$ cat src/rtl/rf_read_arbiter.sv
// Arbitrates the single register-file read port between core, debug and the register-dump engine.
// Define RF_ARB_DUMP_EN to build the dump engine; without it the dump outputs are tied to zero.
module rf_read_arbiter #(
  parameter int STARVE_LIMIT = 4
) (
  input  logic        clk,
  input  logic        rst,
  input  logic        c_req,
  input  logic [4:0]  c_addr,
  output logic        c_gnt,
  output logic        c_rvalid,
  input  logic        d_req,
  input  logic [4:0]  d_addr,
  output logic        d_gnt,
  output logic        d_rvalid,
  output logic [31:0] rdata,
  input  logic        dump_start,
  output logic        dump_busy,
  output logic        dump_valid,
  input  logic        dump_ready,
  output logic [4:0]  dump_idx,
  output logic [31:0] dump_data,
  output logic        dump_done,
  output logic [4:0]  sel_addr,
  output logic        sel_ena,
  input  logic [31:0] sel_data
);

  typedef enum logic [1:0] {OWN_NONE, OWN_CORE, OWN_DBG, OWN_DUMP} owner_t;

  owner_t     owner;
  logic [3:0] starve_cnt;
  logic       force_dbg;
  logic       dump_issue;

  // Debug overtakes core once it has watched STARVE_LIMIT core grants go by.
  always_comb begin
    force_dbg = d_req && (starve_cnt == 4'(STARVE_LIMIT));
    c_gnt     = c_req && !force_dbg;
    d_gnt     = d_req && !c_gnt;
  end

  always_ff @(posedge clk or posedge rst) begin
    if (rst) begin
      starve_cnt <= '0;
    end else if (!d_req || d_gnt) begin
      starve_cnt <= '0;
    end else if (c_gnt) begin
      starve_cnt <= starve_cnt + 4'd1;
    end
  end

  // Stage 0: drive the selector and remember who the read belongs to.
  always_ff @(posedge clk or posedge rst) begin
    if (rst) begin
      sel_addr <= '0;
      sel_ena  <= 1'b1;
      owner    <= OWN_NONE;
    end else begin
      sel_ena <= 1'b0;
      if (c_gnt) begin
        sel_addr <= c_addr;
        owner    <= OWN_CORE;
      end else if (d_gnt) begin
        sel_addr <= d_addr;
        owner    <= OWN_DBG;
      end else if (dump_issue) begin
        sel_addr <= dump_idx;
        owner    <= OWN_DUMP;
      end else begin
        sel_ena  <= 1'b1;
        owner    <= OWN_NONE;
      end
    end
  end

  // Stage 1: capture selector output for core/debug; rdata holds between pulses.
  always_ff @(posedge clk or posedge rst) begin
    if (rst) begin
      rdata    <= '0;
      c_rvalid <= 1'b0;
      d_rvalid <= 1'b0;
    end else begin
      c_rvalid <= (owner == OWN_CORE);
      d_rvalid <= (owner == OWN_DBG);
      if (owner == OWN_CORE || owner == OWN_DBG) begin
        rdata <= sel_data;
      end
    end
  end

`ifdef RF_ARB_DUMP_EN
  typedef enum logic {DUMP_IDLE, DUMP_RUN} dump_state_t;

  dump_state_t dump_state;

  assign dump_busy = (dump_state == DUMP_RUN);

  // One entry at a time: a new read issues only once the buffer is empty and nothing is in flight.
  assign dump_issue = (dump_state == DUMP_RUN) && !c_gnt && !d_gnt &&
                      !dump_valid && (owner != OWN_DUMP);

  // dump_valid/dump_ready: an entry transfers on any cycle both are high; while valid is
  // high and ready low, dump_idx and dump_data are held unchanged.
  always_ff @(posedge clk or posedge rst) begin
    if (rst) begin
      dump_state <= DUMP_IDLE;
      dump_idx   <= '0;
      dump_valid <= 1'b0;
      dump_data  <= '0;
      dump_done  <= 1'b0;
    end else begin
      dump_done <= 1'b0;
      if (owner == OWN_DUMP) begin
        dump_data  <= sel_data;
        dump_valid <= 1'b1;
      end
      case (dump_state)
        DUMP_IDLE: begin
          if (dump_start) begin
            dump_state <= DUMP_RUN;
          end
        end
        DUMP_RUN: begin
          if (dump_valid && dump_ready) begin
            dump_valid <= 1'b0;
            if (dump_idx == 5'd31) begin
              dump_done  <= 1'b1;
              dump_state <= DUMP_IDLE;
              dump_idx   <= '0;
            end else begin
              dump_idx <= dump_idx + 5'd1;
            end
          end
        end
        default: dump_state <= DUMP_IDLE;
      endcase
    end
  end
`else
  logic unused_dump_in;

  assign unused_dump_in = dump_start ^ dump_ready;
  assign dump_issue     = 1'b0;
  assign dump_busy      = 1'b0;
  assign dump_valid     = 1'b0;
  assign dump_done      = 1'b0;
  assign dump_idx       = '0;
  assign dump_data      = '0;
`endif

endmodule

$ cat config.mk
export PLATFORM = sky130hd
export DESIGN_NAME = rf_read_arbiter
export DESIGN_NICKNAME = d
export VERILOG_FILES = /design/src/rtl/rf_read_arbiter.sv
export SDC_FILE = /design/constraint.sdc
export NUM_CORES = 1
export LEC_CHECK = 0
export ABC_AREA = 1
export BUFFER_PORTS_ARGS = -buffer_cell sky130_fd_sc_hd__buf_2
export CAP_MARGIN = 20
export CELL_PAD_IN_SITES_DETAIL_PLACEMENT = 0
export CELL_PAD_IN_SITES_GLOBAL_PLACEMENT = 1
export CORE_UTILIZATION = 34
export CTS_CLUSTER_DIAMETER = 50
export CTS_CLUSTER_SIZE = 40
export DETAILED_ROUTE_END_ITERATION = 7
export PLACE_DENSITY = 0.86
export SETUP_SLACK_MARGIN = 0.3
export SLEW_MARGIN = 20
export SYNTH_ARGS = -nofsm -noshare
export SYNTH_HDL_FRONTEND = slang
export SYNTH_SLANG_ARGS = --single-unit
export TNS_END_PERCENT = 50
$ cat constraint.sdc
create_clock -name clk -period 4.4 [get_ports clk]
set_clock_uncertainty 0.05 [all_clocks]
set_input_delay 0.22 -clock clk [delete_from_list [all_inputs] [get_ports clk]]
set_output_delay 0.22 -clock clk [all_outputs]
set_load 0.1 [all_outputs]
## After elaboration in Yosys (flattened, before gate mapping)

Cells that the tools add are included.

| storage, ports and cells | value |
|---|---|
| flip-flop bits (word level) | 46 |
| input bits | 48 |
| output and inout bits | 82 |
| logic and storage cells | 29 |

| cells by class | value |
|---|---|
| $add $sub $neg | 1 |
| equal/unequal tests | 3 |
| mux-type cells | 8 |
| reduce and logical (&&, ||, !) cells | 10 |

Operators by type and width:

| operator | count |
|---|---|
| 5-bit two-way mux | 2 |
| 4-bit two-way mux | 2 |
| 4-bit by 1-bit adder with 4-bit output (second input constant) | 1 |
| 4-bit by 3-bit equality test with 1-bit output (second input constant) | 1 |
| 2-bit two-way mux | 2 |
| 2-bit nonzero test | 2 |
| 1-bit logical AND | 3 |
| 1-bit zero test | 3 |
| 2-bit by 1-bit equality test with 1-bit output (second input constant) | 1 |
| 2-bit equality test (second input constant) | 1 |
| 1-bit logical OR | 2 |
| 1-bit two-way mux | 2 |

## Logic depth before layout (Yosys ltp)

Gate-level depths: netlist (run 1).

| depth | value |
|---|---|
| word-level depth | 8 |
| gate-level depth with buffers | 8 |
| depth with buffers taken out | 8 |

## Worst setup path after synthesis (run 1)

Ideal clock, no wire load.

| timing path | value |
|---|---|
| path type | register to output |
| start | register starve_cnt[0] |
| end | output d_gnt |
| arrival | 1.941 ns |
| data required time | 4.130 ns |
| slack | 2.189 ns |
| cell stages (with the launch flop) | 9 |
| buffers on the path | 0 |
| cells stage by stage | dfrtp_1 inv_1 ha_1 nand2_1 inv_1 nand2_2 nand2_4 inv_2 nor2_2 |

| on the way | value |
|---|---|
| longest elaborated chain between the ends | 6 |

Ends and longest elaborated chain:

| what | line | source |
|---|---|---|
| start, declared | 32 | `logic [3:0] starve_cnt;` |
| start signal, assigned | 49 | `starve_cnt <= starve_cnt + 4'd1;` |
| 4-bit by 3-bit equality test with 1-bit output | 38 | `force_dbg = d_req && (starve_cnt == 4'(STARVE_LIMIT));` |
| 1-bit logical AND | 38 |  |
| 1-bit zero test | 39 | `c_gnt = c_req && !force_dbg;` |
| 1-bit logical AND | 39 |  |
| via c_gnt | 10 | `output logic c_gnt,` |
| 1-bit zero test | 40 | `d_gnt = d_req && !c_gnt;` |
| 1-bit logical AND | 40 |  |
| end, declared | 14 | `output logic d_gnt,` |

The timed path passes the listed nets, and every way through them passes these cells.

## Final worst setup path (run 1)

| timing path | value |
|---|---|
| start | register starve_cnt[0] |
| end | output d_gnt |

| on the way | value |
|---|---|
| longest elaborated chain between the ends | 6 |

Ends and longest elaborated chain:

| what | line |
|---|---|
| 4-bit by 3-bit equality test with 1-bit output | 38 |
| 1-bit logical AND | 38 |
| 1-bit zero test | 39 |
| 1-bit logical AND | 39 |
| 1-bit zero test | 40 |
| 1-bit logical AND | 40 |

No other way between the ends.

==> impl_summary.txt, run 1 <==
----------------------------------------------------
[Critical path]
  CP Max Fanout ... 7
  Required time at the worst-slack endpoint ... 4.13 ns
  Most prevalent standard cell on the critical path ... sky130_fd_sc_hd__inv_1
  Crit path launch type ... flop
  Arrival time at the worst endpoint ... 1.87 ns
  Critical path cell sequence ... inv_1, ha_1, nand2_1, inv_1, nand2_2, nand2_4, inv_2, nor2_2, buf_2
  Max incr delay on CP ... 0.43 ns
  Slowest library cell on the worst path ... sky130_fd_sc_hd__buf_2
  Worst setup path category ... flop to output port
  Element type at the critical path end ... output port

[Place]
  Detailed Place HPWL ... 2820 um
  Final RePlAce weighted congestion ... 0.668
  IO buf count ... 87
  Total placed cells including tap cells ... 337

[Clocking]
  CTS Buffer Depth ... 2
  Post-CTS clock slew at the launch and capture registers of the worst setup and hold paths ... 0.09 ns
  Skew-Pair Late Insertion Delay ... 0.29 ns
  TritonCTS clock tree ... yes
  # H-tree levels ... 2
  Post-cts hold buffer count ... 0
  Number of setup buffers added after CTS ... 0
  Count of cells resized by post-cts repair ... 0
  Clock root buffer master ... sky130_fd_sc_hd__clkbuf_8
  Clock sinks ... 46
  CTS buffer count ... 5

[Synthesis]
  Top_reg_cell synth ... sky130_fd_sc_hd__dfrtp_1
  Number of flops mapped to enable cells by yosys ... 0
  Synth Warn # ... 0
  Share of the synthesized area in the top cell type ... 52.0%
  Combined area of all synthesized cells ... 0.00217 mm^2
  Number of register bits inferred by synthesis ... 46
  Number of distinct library cell variants in the gate-level netlist after synthesis ... 18
  Share of the yosys chip area belonging to registers ... 53.2%
  Avg Synthesized Cell Area ... 11.9 um^2
  Leading area contributor after synthesis ... sky130_fd_sc_hd__dfrtp_1
  Ys async rst share ... 100%
  Cell count after synthesis ... 182
  Main area contributors after synthesis ... sky130_fd_sc_hd__dfrtp_1 (52%), sky130_fd_sc_hd__mux2_2 (16%), sky130_fd_sc_hd__buf_4 (15%)

[Detailed routing]
  Via count ... 1420
  Router iterations before antenna repair ... 4
  ANT nets after route ... 0
  Remaining routing DRC violations ... 0
  Final routed wire length divided by cell count ... 11.1 um
  Average vias per placed instance ... 4.12
  Routed wire length ... 3840 um
  Number of DRC markers in iteration 0 ... 14

[Layout]
  Number of cells in the finished layout apart from fillers ... 345
  Count of filler cells inserted in the layout ... 578
  Commonest cells after routing, fill and taps aside ... sky130_fd_sc_hd__buf_2 (87), sky130_fd_sc_hd__dfrtp_1 (45), sky130_fd_sc_hd__conb_1 (40)
  Most frequent standard cell in the layout excluding fill and tap cells ... sky130_fd_sc_hd__buf_2
  Ratio of cells with drive above 1 in the final layout ... 49.6%
  Diodes inserted ... 0
  Final net count ... 321
  Post-Route Utilization ... 42.7%
  Signed area change from the synthesized netlist to the final layout ... 18.9%

[Global route]
  Congestion Overflow GR ... 0
  Global-route wire length before repair ... 5510 um
  Initial antenna violation count ... 0
  Total track usage ... 11.2%
  Number of global-route vias before repair ... 1193
  Largest net degree at the start of global routing ... 47

[Outcome]
  Violated checks ... negative hold slack
  Result of the run ... finished with violations

[STA]
  Minimum period implied by the final worst setup slack ... 2.14 ns
  Setup violators final ... 0
  Final period utilization ... 48.7%
  Slew Limit Fails ... 0
  Setup TNS ... 0 ns
  Worst hold slack ... -0.0183 ns
  Final-report hold violation count ... 26
  Unrepaired setup endpoints after global routing ... no
  Peak Freq ... 466 MHz
  Tightest slew margin relative to the limit ... 48.2%
  Tightest Pin Transition ... 0.776 ns

[Floorplanning]
  Die extent in y ... 81.8 um
  Initial Utilization ... 35.9%
  Placement row count ... 28
  Total core area ... 0.00603 mm^2
  Floorplan die area ... 0.00669 mm^2
  Horiz. Die Dim ... 81.8 um
  I/O pin total ... 130

[Pwr]
  Clk network pwr share ... 17.4%
  Maximum vdd ir drop ... 0.311 mV
  Reported leakage power ... 1.36 nW
  Power Internal ... 686 uW
  PwrDens ... 569 mW/mm^2
  Switching Fraction ... 53.2%
  Share of total power in combinational logic ... 48.5%
  Switching pwr ... 780 uW
  Share of total power in sequential cells ... 34.1%
  Post-layout power ... 1.47 mW

[Worst hold path]
  Type of the tightest min-delay check ... primary input to asynchronous set/reset pin

[Job]
  Number of maximum-capacitance violations ... 0

----------------------------------------------------
-- kinds of logic after synthesis --
| group | Yosys count | synth area share [%] |
|---|---|---|
| flip-flops | 46 | 53.2 |
| multiplexers | 32 | 16.6 |
| other | 1 | 0.173 |
| XOR/XNOR | 2 | 0.809 |
| buffers and inverters | 60 | 19.1 |
| adder cells (fa/ha/maj) | 4 | 2.31 |
| AND/OR/NAND/NOR | 37 | 7.80 |
-- state kept, by name, indices dropped and copies added, names as in the netlist --
name / cells
rdata: 32
sel_addr: 5
starve_cnt: 4
owner: 2
c_rvalid: 1
d_rvalid: 1
sel_ena: 1
-- power groups by stage --
stage	Combinational [mW]	Clock [mW]	Sequential, mW
after global placement	0.711	0	0.505
after global routing	0.736	0.287	0.508
after floorplan	0.271	0	0.892
after CTS	0.714	0.268	0.500
final	0.711	0.255	0.500
after detailed placement	0.714	0	0.508
-- path summary, 6_finish.rpt --
check / startpoint / endpoint / slack (ns) / cells after the start
worst max-delay path: starve_cnt[0] / d_gnt / 2.26 / 9
worst min-delay path: rst / rdata[14] / -0.02 / 2
worst max register to register: owner[1] / rdata[28] / 2.61 / 2
worst min register to register: starve_cnt[0] / starve_cnt[0] / 0.43 / 1
max in group asynchronous: rst / c_rvalid / 3.84 / 2
min in group clk: sel_data[24] / rdata[24] / 0.09 / 2
-- worst max-delay path, delay by kind of cell, from the launching register on --
kind | cells | cell delay, ns
adder cells (fa/ha/maj) | 1 | 0.14
buffers and inverters | 4 | 0.61
flip-flops | 1 | 0.41
AND/OR/NAND/NOR | 4 | 0.41
-- synth_stat cells, types with 2 or more instances --
cell type                  n
sky130_fd_sc_hd__buf_4    42
sky130_fd_sc_hd__buf_6     4
sky130_fd_sc_hd__dfrtp_1  45
sky130_fd_sc_hd__ha_1      4
sky130_fd_sc_hd__inv_1    12
sky130_fd_sc_hd__inv_2     2
sky130_fd_sc_hd__mux2_1    2
sky130_fd_sc_hd__mux2_2   30
sky130_fd_sc_hd__nand2_1  11
sky130_fd_sc_hd__nand3_1  12
sky130_fd_sc_hd__nor2_1   10
sky130_fd_sc_hd__nor2_2    2
-- layout make-up --
| cell class | instances | area (um^2) | share of cell area, % |
|---|---|---|---|
| Clock buffer | 5 | 68.8 | 2.67 |
| Tap cell | 75 | 93.8 | 3.64 |
| Sequential cell | 46 | 1150 | 44.8 |
| Timing Repair Buffer | 87 | 435 | 16.9 |
| Clock inverter | 3 | 21.3 | 0.826 |
| Inverter | 14 | 53.8 | 2.09 |
| Multi-Input combinational cell | 115 | 749 | 29.1 |
-- through the flow --
step	instance area, um^2	setup WS [ns]
finish	2570	2.26
CTS	2570	2.21
global placement	2480	2.31
floorplan	2310	2.19
global route	2570	2.10
detailed placement	2480	2.55
-- metal layers --
metal	up-vias	routed length [um]	global-route usage (%)
met4	0	49	4.74
met5	-	0	0
met3	6	473	3.89
li1	677	-	-
met2	100	1650	18.3
met1	637	1670	13.3
Note: power is estimated with default switching activity, not from simulation.
==> run 2, diff against run 1 <==
--- a/config.mk
+++ b/config.mk
@@ -10,11 +10,11 @@
 export CAP_MARGIN = 20
 export CELL_PAD_IN_SITES_DETAIL_PLACEMENT = 0
 export CELL_PAD_IN_SITES_GLOBAL_PLACEMENT = 1
-export CORE_UTILIZATION = 34
+export CORE_UTILIZATION = 32
 export CTS_CLUSTER_DIAMETER = 50
 export CTS_CLUSTER_SIZE = 40
 export DETAILED_ROUTE_END_ITERATION = 7
-export PLACE_DENSITY = 0.86
+export PLACE_DENSITY = 0.81
 export SETUP_SLACK_MARGIN = 0.3
 export SLEW_MARGIN = 20
 export SYNTH_ARGS = -nofsm -noshare
==> constraint.sdc (replaced) <==
create_clock -name clk -period 2.14 [get_ports clk]
set_clock_uncertainty 0.05 [all_clocks]
set_input_delay 0.107 -clock clk [delete_from_list [all_inputs] [get_ports clk]]
set_output_delay 0.107 -clock clk [all_outputs]
set_load 0.1 [all_outputs]
==> run 2 against run 1 <==
The run ends with design-rule violations left; total power grew 110%; sequential power up 110%; first-iteration DRC count rose to 3.0 times the previous value; design area rose by 16%; largest power group unchanged; combinational power grew 120%; global-route usage grew 1.1 points; worst setup slack got worse by 1.8 ns; critical path depth is the same.
==> impl_summary.txt, run 2 (synthesized netlist as in run 1, its figures left out) <==
----------------------------------------------------
[Layout]
  Biggest regs ... rdata x32, sel_addr x5, starve_cnt x4 (unchanged)
  Flip-flop count of the largest register after layout ... 32 (unchanged)
  Ratio of cells with drive above 1 in the final layout ... 45.7% (was 49.6%)
  Final net count ... 363 (was 321)
  Most frequent standard cell in the layout excluding fill and tap cells ... sky130_fd_sc_hd__buf_2 (unchanged)
  Commonest cells after routing, fill and taps aside ... sky130_fd_sc_hd__buf_2 (85), sky130_fd_sc_hd__dfrtp_1 (45), sky130_fd_sc_hd__conb_1 (40) (was sky130_fd_sc_hd__buf_2 (87), sky130_fd_sc_hd__dfrtp_1 (45), sky130_fd_sc_hd__conb_1 (40))
  Signed area change from the synthesized netlist to the final layout ... 38.2% (was 18.9%)
  Diodes inserted ... 0 (unchanged)
  Final Cell Area ... 0.00299 mm^2 (was 0.00257 mm^2)
  Count of filler cells inserted in the layout ... 590 (was 578)
  Top register by number of flip-flops ... rdata (unchanged)

[Pwr]
  Post-layout power ... 3.04 mW (was 1.47 mW)
  Maximum vdd ir drop ... 0.259 mV (was 0.311 mV)
  PwrDens ... 1020 mW/mm^2 (was 569 mW/mm^2)
  Reported leakage power ... 1.56 nW (was 1.36 nW)

[Critical path]
  Max incr delay on CP ... 0.41 ns (was 0.43 ns)
  Reg-to-Reg Start ... owner[0] (was owner[1])
  Element type at the critical path end ... output port (unchanged)
  Crit path launch type ... flop (unchanged)
  Critical path cell sequence ... inv_1, ha_1, nand2_1, inv_2, nand2_4, nand2_4, inv_4, nor2_4, buf_12 (was inv_1, ha_1, nand2_1, inv_1, nand2_2, nand2_4, inv_2, nor2_2, buf_2)
  Most prevalent standard cell on the critical path ... sky130_fd_sc_hd__nand2_4 (was sky130_fd_sc_hd__inv_1)
  Required time at the worst-slack endpoint ... 1.98 ns (was 4.13 ns)
  CP delay by family, top ... flip-flops (was buffers and inverters)
  Worst setup path category ... flop to output port (unchanged)
  Worst Path Buf+Inv ... 4 (unchanged)
  Slowest library cell on the worst path ... sky130_fd_sc_hd__dfrtp_1 (was sky130_fd_sc_hd__buf_2)
  Crit path from ... starve_cnt[0] (unchanged)
  Arrival time at the worst endpoint ... 1.57 ns (was 1.87 ns)
  CP Max Fanout ... 7 (unchanged)
  Flop-to-flop setup slack ... 0.54 ns (was 2.61 ns)

[Clocking]
  # H-tree levels ... 2 (unchanged)
  TritonCTS clock tree ... yes (unchanged)
  CTS buffer count ... 5 (unchanged)
  Clock root buffer master ... sky130_fd_sc_hd__clkbuf_8 (unchanged)
  Post-CTS clock slew at the launch and capture registers of the worst setup and hold paths ... 0.08 ns (was 0.09 ns)
  CTS Buffer Depth ... 2 (unchanged)
  Skew-Pair Late Insertion Delay ... 0.29 ns (about the same)
  Clock sinks ... 46 (unchanged)

[Detailed routing]
  Via count ... 1548 (was 1420)
  Routed wire length ... 4440 um (was 3840 um)
  Router iterations before antenna repair ... 7 (was 4)
  Remaining routing DRC violations ... 28 (was 0)
  Number of DRC markers in iteration 0 ... 42 (was 14)
  Average vias per placed instance ... 3.99 (was 4.12)
  ANT nets after route ... 0 (unchanged)
  Final routed wire length divided by cell count ... 11.4 um (was 11.1 um)

[STA]
  Minimum period implied by the final worst setup slack ... 1.72 ns
  Final period utilization ... 80.5%
  Tightest Pin Transition ... 0.512 ns (was 0.776 ns)
  Setup TNS ... 0 ns (unchanged)
  Tightest slew margin relative to the limit ... 66.1% (was 48.2%)
  Slew Limit Fails ... 0 (unchanged)
  Setup violators final ... 0 (unchanged)
  Unrepaired setup endpoints after global routing ... no (unchanged)
  Final-report hold violation count ... 0 (was 26)
  Peak Freq ... 581 MHz

[Floorplanning]
  Placement row count ... 29 (was 28)
  Initial Utilization ... 33.5% (was 35.9%)
  Die extent in y ... 84.3 um (was 81.8 um)
  Total core area ... 0.00646 mm^2 (was 0.00603 mm^2)
  Floorplan die area ... 0.00710 mm^2 (was 0.00669 mm^2)
  Horiz. Die Dim ... 84.3 um (was 81.8 um)
  I/O pin total ... 130 (unchanged)

[Global route]
  Global-route wire length before repair ... 6780 um (was 5510 um)
  Number of global-route vias before repair ... 1441 (was 1193)
  Largest net degree at the start of global routing ... 33 (was 47)
  Initial antenna violation count ... 0 (unchanged)
  Congestion Overflow GR ... 0 (unchanged)
  Total track usage ... 12.3% (was 11.2%)

[Job]
  Number of maximum-capacitance violations ... 0 (unchanged)

[Place]
  Detailed Place HPWL ... 2850 um (was 2820 um)
  IO buf count ... 87 (unchanged)
  Total cell area at the placement stage ... 0.00251 mm^2 (was 0.00248 mm^2)
  Final RePlAce weighted congestion ... 0.744 (was 0.668)

[Worst hold path]
  Hold Startpoint ... sel_data[8]
  Type of the tightest min-delay check ... primary input to flop (was primary input to asynchronous set/reset pin)

[Outcome]
  Violated checks ... design-rule violations (was negative hold slack)
  Result of the run ... finished with violations (unchanged)

----------------------------------------------------
run 2: layer usage:
layer / vias up / GRT usage [%] / share of wire (%)
met5: - / 0 / 0
met4: 0 / 4.23 / 1.3
met3: 5 / 4.23 / 9.8
met2: 90 / 22.7 / 49
met1: 702 / 13.0 / 40
li1: 751 / - / -
run 2: what timing repair did:
action	in CTS	in global routing
gates cloned	0	0
pin swaps	0	2
setup endpoints to repair	2	2
resized for setup	2	6
endpoints found under the hold margin	76	1
hold buffers	32	1
setup buffers	0	6
run 2: power by group:
part / internal [mW] / switching [mW] / leakage [nW] / total (mW)
sequential: 0.979 / 0.0503 / 0.548 / 1.03
clock: 0.219 / 0.258 / 0.0438 / 0.477
combinational: 0.254 / 1.28 / 0.970 / 1.53
total: 1.45 / 1.59 / 1.56 / 3.04
run 2: through the flow:
stage | worst slack, ns | std cells | hold slack (ns) | util [%]
after global routing | 0.301 | 388 | 0.00762 | 46.4
after floorplan | 0.368 | 221 | 0.189 | -
after CTS | 0.245 | 381 | 0.000657 | 45.2
after detailed placement | 0.441 | 342 | -0.0527 | 38.9
final | 0.418 | 388 | 0.0120 | 46.4
after global placement | 0.460 | 342 | -0.0558 | 38.9
run 2: area by class of cell:
class | count | area [um^2] | share of cell area (%)
timing repair buffer | 129 | 855 | 28.5
inverter | 14 | 55.1 | 1.84
multi-input combinational | 115 | 757 | 25.3
clock inverter | 2 | 10.0 | 0.334
clock buffer | 5 | 68.8 | 2.30
sequential | 46 | 1150 | 38.5
tap | 77 | 96.3 | 3.22
run 2: worst paths after layout:
kind / endpoint / depth (start not counted)
worst max-delay path: d_gnt / 9
worst min-delay path: rdata[8] / 2
max in group asynchronous: sel_ena / 4
worst max register to register: rdata[1] / 4
min in group asynchronous: rdata[4] / 3
worst min register to register: starve_cnt[0] / 1
run 2: worst reg2reg max path, cell delays in order (launching register included):
cell	delay [ns]
sky130_fd_sc_hd__dfrtp_1	0.36
sky130_fd_sc_hd__inv_1	0.05
sky130_fd_sc_hd__ha_1	0.27
sky130_fd_sc_hd__buf_4	0.35
sky130_fd_sc_hd__mux2_2	0.42
